--- src/rtl/mixer_pkg.sv ---
// Shared definitions for the voice mixer: FSM states, default sample width,
// saturation limits and the accumulator-width helper.
package mixer_pkg;

    typedef enum logic [1:0] {
        IDLE  = 2'd0,
        WAIT  = 2'd1,
        ACCUM = 2'd2,
        SAT   = 2'd3
    } mix_state_e;

    localparam int SAMPLE_W_DEF = 16;
    localparam int SAT_MAX      = (2 ** (SAMPLE_W_DEF - 1)) - 1;
    localparam int SAT_MIN      = -(2 ** (SAMPLE_W_DEF - 1));

    function automatic int clog2(input int n);
        int r;
        r = 0;
        while ((1 << r) < n) r++;
        return r;
    endfunction

endpackage

--- src/rtl/sat_clamp.sv ---
// Combinational signed clamp from IN_W bits down to OUT_W bits (IN_W > OUT_W).
module sat_clamp #(
    parameter int IN_W  = 18,
    parameter int OUT_W = 16
) (
    input  logic signed [IN_W-1:0]  din,
    output logic signed [OUT_W-1:0] dout
);

    localparam logic signed [IN_W-1:0] MAXV = {{(IN_W-OUT_W+1){1'b0}}, {(OUT_W-1){1'b1}}};
    localparam logic signed [IN_W-1:0] MINV = {{(IN_W-OUT_W+1){1'b1}}, {(OUT_W-1){1'b0}}};

    always_comb begin
        dout = din[OUT_W-1:0];
        if (din > MAXV)
            dout = MAXV[OUT_W-1:0];
        else if (din < MINV)
            dout = MINV[OUT_W-1:0];
    end

endmodule

--- src/rtl/voice_mixer.sv ---
// Sequential voice mixer: captures NUM_VOICES samples per frame, sums one per
// cycle, shifts, clamps and holds the result on sig. Optional MIX_SOFT_MUTE_EN
// replaces the hard mute with a 16-step gain fade.
module voice_mixer
    import mixer_pkg::*;
#(
    parameter int NUM_VOICES = 4,
    parameter int SAMPLE_W   = SAMPLE_W_DEF,
    parameter int GAIN_SHIFT = 2,
    parameter int UCNT_W     = 8
) (
    input  logic                           clk,
    input  logic                           rst_n,
    input  logic                           frame_tick,
    input  logic [NUM_VOICES*SAMPLE_W-1:0] voice_data,
    input  logic                           voice_valid,
    output logic                           voice_ready,
    input  logic                           mute,
    input  logic                           clr_status,
    output logic signed [SAMPLE_W-1:0]     sig,
    output logic                           busy,
    output logic                           overrun,
    output logic [UCNT_W-1:0]              underrun_cnt
);

    localparam int IDX_W = clog2(NUM_VOICES);
    localparam int ACC_W = SAMPLE_W + IDX_W;

    mix_state_e                 state_q;
    logic                       voice_ready_q, busy_q, overrun_q;
    logic [UCNT_W-1:0]          ucnt_q;
    logic signed [SAMPLE_W-1:0] sig_q;
    logic signed [ACC_W-1:0]    acc_q, acc_d, shifted;
    logic [IDX_W-1:0]           idx_q;
    logic signed [SAMPLE_W-1:0] bank_q [NUM_VOICES];
    logic signed [SAMPLE_W-1:0] cur_voice, clamped, mix_d;

    assign cur_voice = bank_q[idx_q];
    assign acc_d     = acc_q + {{(ACC_W-SAMPLE_W){cur_voice[SAMPLE_W-1]}}, cur_voice};
    assign shifted   = acc_q >>> GAIN_SHIFT;

    sat_clamp #(.IN_W(ACC_W), .OUT_W(SAMPLE_W)) u_sum_clamp (
        .din  (shifted),
        .dout (clamped)
    );

`ifdef MIX_SOFT_MUTE_EN
    logic [4:0]                   g_q, g_d;
    logic signed [SAMPLE_W+4:0]   clamped_x, g_x, prod, prod_sh;
    logic signed [SAMPLE_W-1:0]   faded;

    always_comb begin
        g_d = g_q;
        if (mute) begin
            if (g_q != 5'd0) g_d = g_q - 5'd1;
        end else if (g_q != 5'd16) begin
            g_d = g_q + 5'd1;
        end
    end

    // The stepped gain is applied in the same SAT cycle, so the first muted frame is already at 15/16.
    assign clamped_x = {{5{clamped[SAMPLE_W-1]}}, clamped};
    assign g_x       = {{SAMPLE_W{1'b0}}, g_d};
    assign prod      = clamped_x * g_x;
    assign prod_sh   = prod >>> 4;

    sat_clamp #(.IN_W(SAMPLE_W+5), .OUT_W(SAMPLE_W)) u_fade_clamp (
        .din  (prod_sh),
        .dout (faded)
    );

    assign mix_d = faded;

    always_ff @(posedge clk or negedge rst_n) begin
        if (!rst_n)
            g_q <= 5'd16;
        else if (state_q == SAT)
            g_q <= g_d;
    end
`else
    assign mix_d = mute ? '0 : clamped;
`endif

    always_ff @(posedge clk or negedge rst_n) begin
        if (!rst_n) begin
            state_q       <= IDLE;
            voice_ready_q <= 1'b0;
            busy_q        <= 1'b0;
            overrun_q     <= 1'b0;
            ucnt_q        <= '0;
            sig_q         <= '0;
            acc_q         <= '0;
            idx_q         <= '0;
            for (int i = 0; i < NUM_VOICES; i++) bank_q[i] <= '0;
        end else begin
            case (state_q)
                IDLE: begin
                    if (frame_tick) begin
                        state_q       <= WAIT;
                        voice_ready_q <= 1'b1;
                    end
                end
                WAIT: begin
                    if (voice_valid && voice_ready_q) begin
                        for (int i = 0; i < NUM_VOICES; i++)
                            bank_q[i] <= voice_data[i*SAMPLE_W +: SAMPLE_W];
                        acc_q         <= '0;
                        idx_q         <= '0;
                        voice_ready_q <= 1'b0;
                        busy_q        <= 1'b1;
                        state_q       <= ACCUM;
                        if (frame_tick) overrun_q <= 1'b1;
                    end else if (frame_tick && ucnt_q != '1) begin
                        ucnt_q <= ucnt_q + UCNT_W'(1);
                    end
                end
                ACCUM: begin
                    acc_q <= acc_d;
                    idx_q <= idx_q + IDX_W'(1);
                    if (idx_q == IDX_W'(NUM_VOICES - 1)) state_q <= SAT;
                    if (frame_tick) overrun_q <= 1'b1;
                end
                SAT: begin
                    sig_q   <= mix_d;
                    busy_q  <= 1'b0;
                    state_q <= IDLE;
                    if (frame_tick) overrun_q <= 1'b1;
                end
                default: state_q <= IDLE;
            endcase
            if (clr_status) begin
                overrun_q <= 1'b0;
                ucnt_q    <= '0;
            end
        end
    end

    assign voice_ready  = voice_ready_q;
    assign busy         = busy_q;
    assign overrun      = overrun_q;
    assign underrun_cnt = ucnt_q;
    assign sig          = sig_q;

endmodule

--- config.mk ---
export PLATFORM = sky130hd
export DESIGN_NAME = voice_mixer
export DESIGN_NICKNAME = d
export VERILOG_FILES = /design/src/rtl/mixer_pkg.sv /design/src/rtl/sat_clamp.sv /design/src/rtl/voice_mixer.sv
export SDC_FILE = /design/constraint.sdc
export NUM_CORES = 1
export LEC_CHECK = 0
export CAP_MARGIN = 5
export CELL_PAD_IN_SITES_DETAIL_PLACEMENT = 0
export CELL_PAD_IN_SITES_GLOBAL_PLACEMENT = 1
export CORE_MARGIN = 2
export CORE_UTILIZATION = 43
export DETAILED_ROUTE_END_ITERATION = 10
export PLACE_DENSITY_LB_ADDON = 0.3
export SLEW_MARGIN = 10
export SYNTH_ARGS = -nofsm -noshare
export SYNTH_HDL_FRONTEND = slang
export SYNTH_HIERARCHICAL = 1
export SYNTH_SLANG_ARGS = --single-unit
--- constraint.sdc ---
create_clock -name clk -period 3.4 [get_ports clk]
set_input_delay 0.68 -clock clk [delete_from_list [all_inputs] [get_ports clk]]
set_output_delay 0.68 -clock clk [all_outputs]
set_load 0.05 [all_outputs]
# After elaboration in Yosys (flattened, before gate mapping)
# Index checks and enable logic that the tools add are counted.
# totals
register_bits,113
input_bits,70
out_inout_bits,27
elab_cells,73
# op_classes
addsub,3
n_lt_le_gt_ge,3
eq_ne,10
muxes,27
bitwise_logic,1
reduce_logical,17
# op_table
op,count
$mux W16,5
$pmux W18 S2,1
$bmux W16 S2,1
$mux W8,4
$add A18 B18 Y18,1
$mux W18,1
$gt A16 B16 Y1 const B,1
$lt A16 B16 Y1 const B,1
$reduce_bool A2 Y1,5
$reduce_and A3 Y1,3
$add A8 B1 Y8 const B,1
$mux W2,4
$ne A2 B2 Y1 const B,4
$ne A8 B8 Y1 const B,1
$pmux W2 S4,1
$reduce_and A2 Y1,4
$eq A2 B2 Y1 const B,3
$mux W1,6
$pmux W1 S2,3
$pmux W2 S2,1
$ge A3 B3 Y1 const B,1
$ne A3 B3 Y1 const B,1
$not A2 Y3,1
$reduce_bool A3 Y1,1
other kinds (5),6

# Logic depth before layout (Yosys ltp)
# Gate-level depths: netlist of run 1.
# logic_depth
word_depth,6
depth_mapped,11
ltp_nobuf,10

# By module
# Netlist of run 1, hierarchy kept.
# by_module_without_submodules
module,n_inst,cells_per_inst,area_per_inst_um2,seq_area_each_um2
voice_mixer,1,474,5676.7,2827.7
sat_clamp,1,54,326.6,0.0

# Worst setup path after synthesis of run 1
# No wires, ideal clock.
# synth_path
kind,reg-to-reg
startpoint,register idx_q[0]
endpoint,register acc_q[16]
setup_time_ps,131
arrival_ps,2924
required_ps,3269
slack_ps,345
stages_incl_launch_ff,11
path_buffers,2
period_less_slack_ps,3055
path_cell_list,dfrtp_1 -> buf_2 -> buf_2 -> mux4_2 -> ha_1 -> and3_2 -> nand2_1 -> a211oi_4 -> o31ai_1 -> and4_1 -> or3_1
# synth_between
elab_chain_cells,6
# synth_rtl
element,line,text
from (decl),voice_mixer.sv:34,logic [IDX_W-1:0] idx_q;
from (signal assigned),voice_mixer.sv:119,idx_q <= idx_q + IDX_W'(1);
$not A2 Y3 (not written as such),voice_mixer.sv:38,assign cur_voice = bank_q[idx_q];
$bmux W16 S2,voice_mixer.sv:38,
$mux W16 (not written as such) (2 in a row),voice_mixer.sv:38,
$add A18 B18 Y18,voice_mixer.sv:39,"assign acc_d = acc_q + {{(ACC_W-SAMPLE_W){cur_voice[SAMPLE_W-1]}}, cur_voice};"
$pmux W18 S2,voice_mixer.sv:96,case (state_q)
to (signal assigned),voice_mixer.sv:92,acc_q <= '0;
to (signal assigned),voice_mixer.sv:107,acc_q <= '0;
to (signal assigned),voice_mixer.sv:118,acc_q <= acc_d;
to (decl),voice_mixer.sv:33,"logic signed [ACC_W-1:0] acc_q, acc_d, shifted;"
# Every way passes these cells. The select of a mux whose other input is x is not followed.
# A chain may end at the register's enable or synchronous reset.

# Worst setup path in the final report of run 1
# layout_path
startpoint,register idx_q[0]
endpoint,register acc_q[9]
# Same word-level chain as after synthesis.

==> flow_summary.ini, run 1 <==
[sta]
fin_worst_skew_ns = 0.00754
period_share_pct = 87.8
finalWorstPathRequiredPeriod_ns = 2.99
final_critical_path_setup_slack_ns = 0.414
totalNegativeSetupSlack_ns = 0
rsz0062_at_grt = false
maxSlewViolCount = 0
report.final.hold_viol_count = 0
worst_pin_slew_ns = 0.923
max_clock_freq_mhz = 335
worst_slew_margin_rel_pct = 38.4
finalSetupViolations = 0

[detailed_routing]
firstDrtPassIters = 4
detailedRoute.firstIterationViolations = 203
detail_route.vias_per_cell = 5.23
routed_len_inst_microns = 16.1
drc = 0
via_count = 4276
routed_wirelength_microns = 13200
detail-route-antenna-nets = 0

[grt]
grt_first_pass_wirelength_microns = 21900
grt_overflow_total = 0
pin_count_of_the_biggest_net_entering_global_routing = 55
grt_use_total_pct = 19.3
antenna_found_initial = 0
number_of_global_route_vias_before_repair = 4327

[clock_tree]
tritoncts = yes
worst_skew_pair.late_latency_ns = 0.42
ctsResizeCount = 0
cts.sink_count = 113
cts.root.buffer_cell = sky130_fd_sc_hd__clkbuf_16
clk_transition_reported_paths_ns = 0.06
cts_buffer_depth = 2
clock_tree.htree_level_count = 4
cts.hold.buffers_added = 0
tritoncts.num_buffers = 17
cts_post_setup_buffers_inserted = 0

[power]
leakagePower_uw = 0.00325
ir_worst_vdd_uv = 515
power.density_nw_per_um2 = 1070

[worst_setup_path]
critPathRequiredTime_ns = 3.71
max_stage_delay_ns = 0.56
type_of_element_capturing_the_critical_path = flop
crit_path_top_delay_cell = sky130_fd_sc_hd__mux4_2
cp_cell_sequence = buf_12, mux4_2, ha_1, a21oi_1, o22a_1, a21oi_2, o21a_1, or3_1, a32o_1
critical_path_class = reg -> reg
start_kind = flop
worst-endpoint-arrival_ns = 3.30
critical_path.max_fanout = 19

[final_layout]
antenna-diode-count = 0
nets = 720
final_layout_fill_cell_count = 1195
most_used_cells_in_the_layout_excluding_fill_and_tap_cells = sky130_fd_sc_hd__dfrtp_1, sky130_fd_sc_hd__clkdlybuf4s50_1, sky130_fd_sc_hd__mux2_2, sky130_fd_sc_hd__nand2_1, sky130_fd_sc_hd__nor2_1
layout-area-overhead-vs-synth_pct = 28.9
final_common_cell = sky130_fd_sc_hd__dfrtp_1
proportion_of_layout_cells_with_a_drive_suffix_above_1_pct = 21.5

[logic_synthesis]
yosysSeqAreaShare_pct = 47.1
synth_enable_flop_cells = 0
synthFlopType = sky130_fd_sc_hd__dfrtp_1
yosys_register_bits = 113
mappedNetlistArea_sq_um = 6000
asyncSetResetFlopFracSynth_pct = 100
post_synth_inst_count = 528
post_synth.cell_area_avg_sq_um = 11.4
yosysWarnings = 6
synth_cell_types = 60
post_synthesis_net_count = 623

[die]
die_y_microns = 122
total_die_area_sq_um = 14900
die_width_microns = 122
starting_utilization_of_the_core_area_pct = 43.6
io-pin-count = 97
std_cell_rows = 43
core-area_sq_um = 13800

[placement]
preCtsSetupSlack_ns = 0.420
dp_hpwl_microns = 9590
gpl.final_weighted_congestion = 0.866
portBuffers = 96

[run]
maxCapViolations = 0

[worst_hold_path]
holdCritPathClass = in -> async

[outcome]
outcome = completed
[routing by layer]
metal	wire length, microns	share of wire [%]	GRT usage, %	vias to the layer above
met3	557	4.2	4.92	18
met2	5820	44	28.4	90
met1	6570	50	27.1	2065
met4	243	1.8	7.97	0
met5	0	0	0	-
li1	-	-	-	2103
[report_power, final]
part | total (uW) | switching (uW) | leakage [uW] | internal, uW
clock network | 1770 | 669 | 0.000276 | 1100
logic | 4130 | 2220 | 0.00157 | 1910
registers | 2360 | 406 | 0.00141 | 1950
total | 8260 | 3300 | 0.00325 | 4960
[final timing paths]
path	start	slack (ns)	depth (start not counted)	to
max	idx_q[0]	0.41	9	acc_q[9]
min	rst_n	0.30	1	sig[12]
max reg2reg	idx_q[0]	0.41	9	acc_q[9]
min reg2reg	bank_q[17]	0.50	1	bank_q[17]
max in group asynchronous	rst_n	2.26	2	bank_q[36]
min in group clk	bank_q[17]	0.50	1	bank_q[17]
[stage by stage]
step,utilization (%),instance area (sq um),instances,hold slack [ns],total power (uW)
3_3_place_gp,51.9,7150,786,0.484,6410
4_1_cts,56.2,7740,818,0.322,8320
3_5_place_dp,51.9,7150,786,0.488,6490
6_report,56.2,7740,818,0.303,8260
5_1_grt,56.2,7740,818,0.360,8840
2_1_floorplan,-,6000,528,0.384,5470
[worst max-delay path, delay by kind of cell, from the launching register on]
kind	cells	cell delay, ns
AOI/OAI and AO/OA	5	1.14
buffers and inverters	1	0.20
adders and majority gates	1	0.30
muxes	1	0.56
DFF	1	0.37
and+or+nand+nor	1	0.30
[cell usage after synthesis, drive strengths merged (3+ instances only)]
library cell,instances,area (sq um)
a31oi,4,25.0
nor3,7,51.3
clkbuf,13,48.8
dfrtp,113,2830
ha,24,300
o31ai,6,58.8
xor2,9,78.8
o21a,6,46.3
nor2,31,116
o211ai,3,22.5
nor2b,4,27.5
nand3,9,45.0
o21ai,33,176
o22ai,18,113
buf,13,85.1
a21o,3,22.5
a21oi,15,78.8
or3,4,25.0
inv,27,101
xnor2,8,70.1
a21boi,16,124
nand2,52,195
mux2,64,721
mux4,16,360
[logic make-up after synthesis]
logic type	after synthesis	share of synthesized area [%]
adders and majority gates	25	5.34
DFF	113	47.1
muxes	82	18.3
and+or+nand+nor	120	9.21
buffers and inverters	53	3.92
AOI/OAI and AO/OA	118	13.6
xor gates and xnor gates	17	2.48
[cell type report]
class	count	area (sq um)	area share [%]
multi-input cells	362	2950	38.1
flip-flops and latches	113	2830	36.5
repair buffers	104	1040	13.5
clock buffers	18	439	5.67
well taps	180	225	2.91
clock inverters	14	155	2.00
inverters	27	101	1.31
[registers in the layout, summed over array words and instances (netlist names)]
| signal | count |
|---|---|
| acc_q | 18 |
| bank_q | 64 |
| busy | 1 |
| idx_q | 2 |
| overrun | 1 |
| sig | 16 |
| state_q | 2 |
| underrun_cnt | 8 |
| voice_ready | 1 |
(Power assumes the default switching activity.)
==> inputs of run 2 (changes only) <==
CTS_CLUSTER_DIAMETER = 50   (was unset)
==> results of run 2 <==
The final DEF is identical to that of run 1; final timing and power are the same.
